<file path="config.mk">
export PLATFORM = sky130hd
export DESIGN_NAME = pc_redirect_unit
export DESIGN_NICKNAME = d
export VERILOG_FILES = /design/src/rtl/pc_redirect_unit.sv
export SDC_FILE = /design/constraint.sdc
export NUM_CORES = 1
export LEC_CHECK = 0
export BUFFER_PORTS_ARGS = -buffer_cell sky130_fd_sc_hd__buf_4
export CAP_MARGIN = 25
export CORE_ASPECT_RATIO = 0.9
export CORE_UTILIZATION = 45
export DETAILED_ROUTE_END_ITERATION = 16
export PLACE_DENSITY = 0.7
export SLEW_MARGIN = 20
export SYNTH_ARGS = -nofsm -noshare
export SYNTH_HDL_FRONTEND = slang
export SYNTH_SLANG_ARGS = --single-unit
</file>
<file path="constraint.sdc">
create_clock -name clk -period 2.82 [get_ports clk]
set_input_delay 0 -clock clk [delete_from_list [all_inputs] [get_ports clk]]
set_output_delay 0 -clock clk [all_outputs]
set_load 0.05 [all_outputs]
</file>
<file path="src/rtl/pc_redirect_unit.sv">
// Fetch-stage PC register with EPC, eret return, branch redirect and a stall-safe pending-redirect buffer.
// Optional ERET_RETURN_PLUS4_EN: eret resumes at epc + STEP instead of epc.
module pc_redirect_unit #(
  parameter int                WIDTH        = 32,
  parameter int                STEP         = 4,
  parameter logic [WIDTH-1:0]  RESET_VECTOR = 32'h0000_3000,
  parameter logic [WIDTH-1:0]  EXC_VECTOR   = 32'h0000_4180
) (
  input  logic             clk,
  input  logic             rst_n,
  input  logic             stall,
  input  logic             exc_req,
  input  logic [WIDTH-1:0] exc_pc,
  input  logic             exc_bd,
  input  logic             eret,
  input  logic             br_valid,
  input  logic [WIDTH-1:0] br_target,
  output logic [WIDTH-1:0] pc_out,
  output logic [WIDTH-1:0] pc_next_seq,
  output logic [WIDTH-1:0] epc_out,
  output logic             flush,
  output logic             pend_valid
);

  typedef enum logic [1:0] {
    RUN   = 2'd0,
    PEND  = 2'd1,
    FLUSH = 2'd2
  } state_t;

  localparam logic [WIDTH-1:0] STEP_W = WIDTH'(STEP);

  state_t           state_q, state_d;
  logic [WIDTH-1:0] pc_q, pc_d;
  logic [WIDTH-1:0] epc_q, epc_d;
  logic [WIDTH-1:0] pend_target_q, pend_target_d;
  logic             pend_eret_q, pend_eret_d;
  logic [WIDTH-1:0] eret_target;

`ifdef ERET_RETURN_PLUS4_EN
  assign eret_target = epc_q + STEP_W;
`else
  assign eret_target = epc_q;
`endif

  always_ff @(posedge clk or negedge rst_n) begin
    if (!rst_n) begin
      state_q       <= RUN;
      pc_q          <= RESET_VECTOR;
      epc_q         <= '0;
      pend_target_q <= '0;
      pend_eret_q   <= 1'b0;
    end else begin
      state_q       <= state_d;
      pc_q          <= pc_d;
      epc_q         <= epc_d;
      pend_target_q <= pend_target_d;
      pend_eret_q   <= pend_eret_d;
    end
  end

  // Priority: exception > buffered redirect release > eret > branch > stall > sequential.
  always_comb begin
    state_d       = RUN;
    pc_d          = pc_q + STEP_W;
    epc_d         = epc_q;
    pend_target_d = pend_target_q;
    pend_eret_d   = pend_eret_q;

    if (exc_req) begin
      pc_d    = EXC_VECTOR;
      epc_d   = exc_bd ? (exc_pc - STEP_W) : exc_pc;
      state_d = FLUSH;
    end else if (state_q == PEND && !stall) begin
      pc_d    = pend_target_q;
      state_d = pend_eret_q ? FLUSH : RUN;
    end else if (eret) begin
      if (stall) begin
        pc_d          = pc_q;
        pend_target_d = eret_target;
        pend_eret_d   = 1'b1;
        state_d       = PEND;
      end else begin
        pc_d    = eret_target;
        state_d = FLUSH;
      end
    end else if (br_valid) begin
      if (stall) begin
        pc_d          = pc_q;
        pend_target_d = br_target;
        pend_eret_d   = 1'b0;
        state_d       = PEND;
      end else begin
        pc_d = br_target;
      end
    end else if (stall) begin
      // A stall during FLUSH still ends the pulse after one cycle.
      pc_d    = pc_q;
      state_d = (state_q == PEND) ? PEND : RUN;
    end
  end

  assign pc_out      = pc_q;
  assign pc_next_seq = pc_q + STEP_W;
  assign epc_out     = epc_q;
  assign flush       = (state_q == FLUSH);
  assign pend_valid  = (state_q == PEND);

endmodule

</file>
==> results.py <==
metrics = {
    "route": {
        "firstDrtPassIters": 6,
        "wl_mm": 23.5,
        "first_iter_violations": 630,
        "drc": 0,
        "vias": 6824,
        "drtAntennaViolNets": 0,
        "wire_per_inst_um": 20.7,
        "viasPerCell": 6.00,
    },
    "placed_design": {
        "hpwl_mm": 16.6,
        "gp_congestion": 0.901,
        "dp_slack_ps": 624,
        "port_buffers": 168,
        "placedInstanceArea_mm2": 0.00782,
    },
    "timing": {
        "tns_ps": 0,
        "maxSlewViolCount": 0,
        "holdWs_ps": 34.6,
        "finalCritPeriodShare": 0.890,
        "finalHoldViolCount": 0,
        "layout_setup_ws_ps": 310,
        "tightestPinTransition_ps": 855,
        "finClkSkew_ps": 7.02,
        "finalSetupViolations": 0,
        "timing.fmax_mhz": 398,
        "period_minus_slack_ps": 2510,
        "maxSlewHeadroom": 0.429,
        "rsz0062_at_grt": "false",
    },
    "clocking": {
        "h-tree-depth": 3,
        "cts_hold_buf": 56,
        "postCtsResizedCells": 0,
        "post_cts_buffers": 0,
        "numCtsBuffers": 9,
        "clk_pin_slew_ps": 80,
        "clock_path_buffers": 2,
        "clock_latency_ps": 360,
        "cts.sinks": 99,
        "cts_tree": "built",
        "cts_root_buffer": "clkbuf_16",
    },
    "floorplanning": {
        "pin_count": 169,
        "initial_core_util": 0.470,
        "std_cell_rows": 40,
        "die_w_um": 127,
        "die-area_mm2": 0.0146,
        "design.core.area_mm2": 0.0136,
        "die_y_um": 115,
    },
    "synth": {
        "syn_area_mm2": 0.00637,
        "synth_seq_cells": 99,
        "synth_cells": 742,
        "ys_seq_area_frac": 0.389,
        "synthArstFlopShare": 1.00,
        "yosysWarnings": 0,
        "syn-num-nets": 815,
        "synth_edf_count": 0,
        "postSynthAreaPerCell_um2": 8.58,
        "ys_types": 63,
        "synth-main-ff-cell": "dfrtp_1",
    },
    "critical_path": {
        "endpoint_kind": "primary output",
        "cp.arrival_ps": 2510,
        "reg2reg_setup_slack_ps": 630,
        "setup.worst_path.class": "reg2out",
        "crit_required_ps": 2820,
        "critPathLaunchType": "flop",
        "cp_max_fo": 6,
    },
    "global_routing": {
        "grt_start_max_net_pins": 69,
        "grt_pass1_wl_mm": 36.3,
        "grt_overflow_total": 0,
        "antenna_found_initial": 0,
        "grtUsageTotal": 0.326,
        "grt_pass1_vias": 6491,
    },
    "cells_and_area": {
        "drive_gt1_frac": 0.247,
        "mostFrequentLayoutCell": "buf_4",
        "nets": 1017,
        "areaGrowthSynthToFinish_pct": 36.2,
        "final_cell_area_mm2": 0.00868,
        "n_fill_cell": 1140,
        "layout_common_cells": "buf_4, dfrtp_1, a21oi_1",
        "antenna_cells": 0,
    },
    "power_and_ir_drop": {
        "power_density_mw_per_mm2": 516,
        "leakage_uw": 0.00378,
        "max-vdd-ir-drop_uv": 302,
    },
    "run": {
        "drv_cap": 0,
    },
    "outcome": {
        "status": "complete, no violations",
    },
    "min_path": {
        "hp-class": "in2reg",
    },
}
==> worst paths after layout <==
| path | from | end | cells after the start |
|---|---|---|---|
| min in group asynchronous | rst_n | pend_target_q[12] | 2 |
| max in group asynchronous | rst_n | epc_out[12] | 3 |
| setup reg to reg | pc_out[13] | pc_out[20] | 5 |
| hold / removal | exc_pc[3] | epc_out[5] | 4 |
| hold reg to reg | pend_target_q[5] | pend_target_q[5] | 2 |
| setup / recovery | pc_out[2] | pc_next_seq[24] | 6 |
==> metrics by stage <==
step                cells  power, uW  utilization
floorplan             742       2640            -
global placement     1066       3150        0.576
detailed placement   1066       3180        0.576
CTS                  1138       4490        0.640
global route         1138       4660        0.640
finish               1138       4480        0.640
==> state kept, by name, indices dropped and copies added (netlist names) <==
signal and cells:
epc_out 32, pc_out 32, pend_eret_q 1, pend_target_q 32
state_q 2
==> critical path, stage by stage, from the launching register on <==
cell	delay (ps)
dfrtp_1	450
ha_1	330
and4_1	300
nand2_1	140
nor4_1	510
xnor2_1	190
buf_4	220
==> layout make-up <==
| class | instances | area, um2 | area share |
|---|---|---|---|
| inverters | 13 | 48.8 | 0.00562 |
| clock buffers | 9 | 225 | 0.0260 |
| clock inverters | 7 | 72.6 | 0.00836 |
| multi-input cells | 575 | 3630 | 0.418 |
| well taps | 189 | 236 | 0.0273 |
| flip-flops and latches | 99 | 2480 | 0.286 |
| repair buffers | 246 | 1990 | 0.229 |
==> synthesized netlist by cell type (16+ instances only) <==
| cell type | number | area share |
|---|---|---|
| nor2_1 | 64 | 0.038 |
| and3_1 | 23 | 0.023 |
| nand2_1 | 60 | 0.035 |
| a21oi_1 | 82 | 0.064 |
| mux2i_1 | 19 | 0.030 |
| xnor2_1 | 42 | 0.058 |
| a22oi_1 | 16 | 0.019 |
| nand3_1 | 17 | 0.013 |
| nor3_1 | 21 | 0.016 |
| clkbuf_1 | 39 | 0.023 |
| o21ai_0 | 58 | 0.046 |
| dfrtp_1 | 97 | 0.38 |
| nor4_1 | 17 | 0.017 |
==> power breakdown <==
group	leakage (uW)	total, uW	switching [uW]	internal, uW
Sequential	0.00119	1820	229	1590
Combinational	0.00244	1410	902	510
Clock	0.000146	1240	619	624
==> layer usage <==
metal | GRT usage | wire length (um) | vias to the layer above | part of all wire
met5 | 0 | 0 | - | 0
met4 | 0.0730 | 312 | 0 | 0.013
met3 | 0.0703 | 2170 | 35 | 0.092
met2 | 0.492 | 10500 | 370 | 0.45
met1 | 0.479 | 10500 | 3266 | 0.45
li1 | - | - | 3153 | -
==> logic make-up (layout without fill, tap and decap cells) <==
family | count (synthesis) | after routing | synth area share
AO/OA/AOI/OAI | 239 | 239 | 0.234
AND/OR/NAND/NOR | 255 | 255 | 0.215
XOR/XNOR | 55 | 55 | 0.0756
adder cells (fa/ha/maj) | 2 | 2 | 0.00393
multiplexers | 24 | 24 | 0.0387
flip-flops | 99 | 99 | 0.389
buffers and inverters | 68 | 275 | 0.0430
Power figures use the tool's default switching activity.
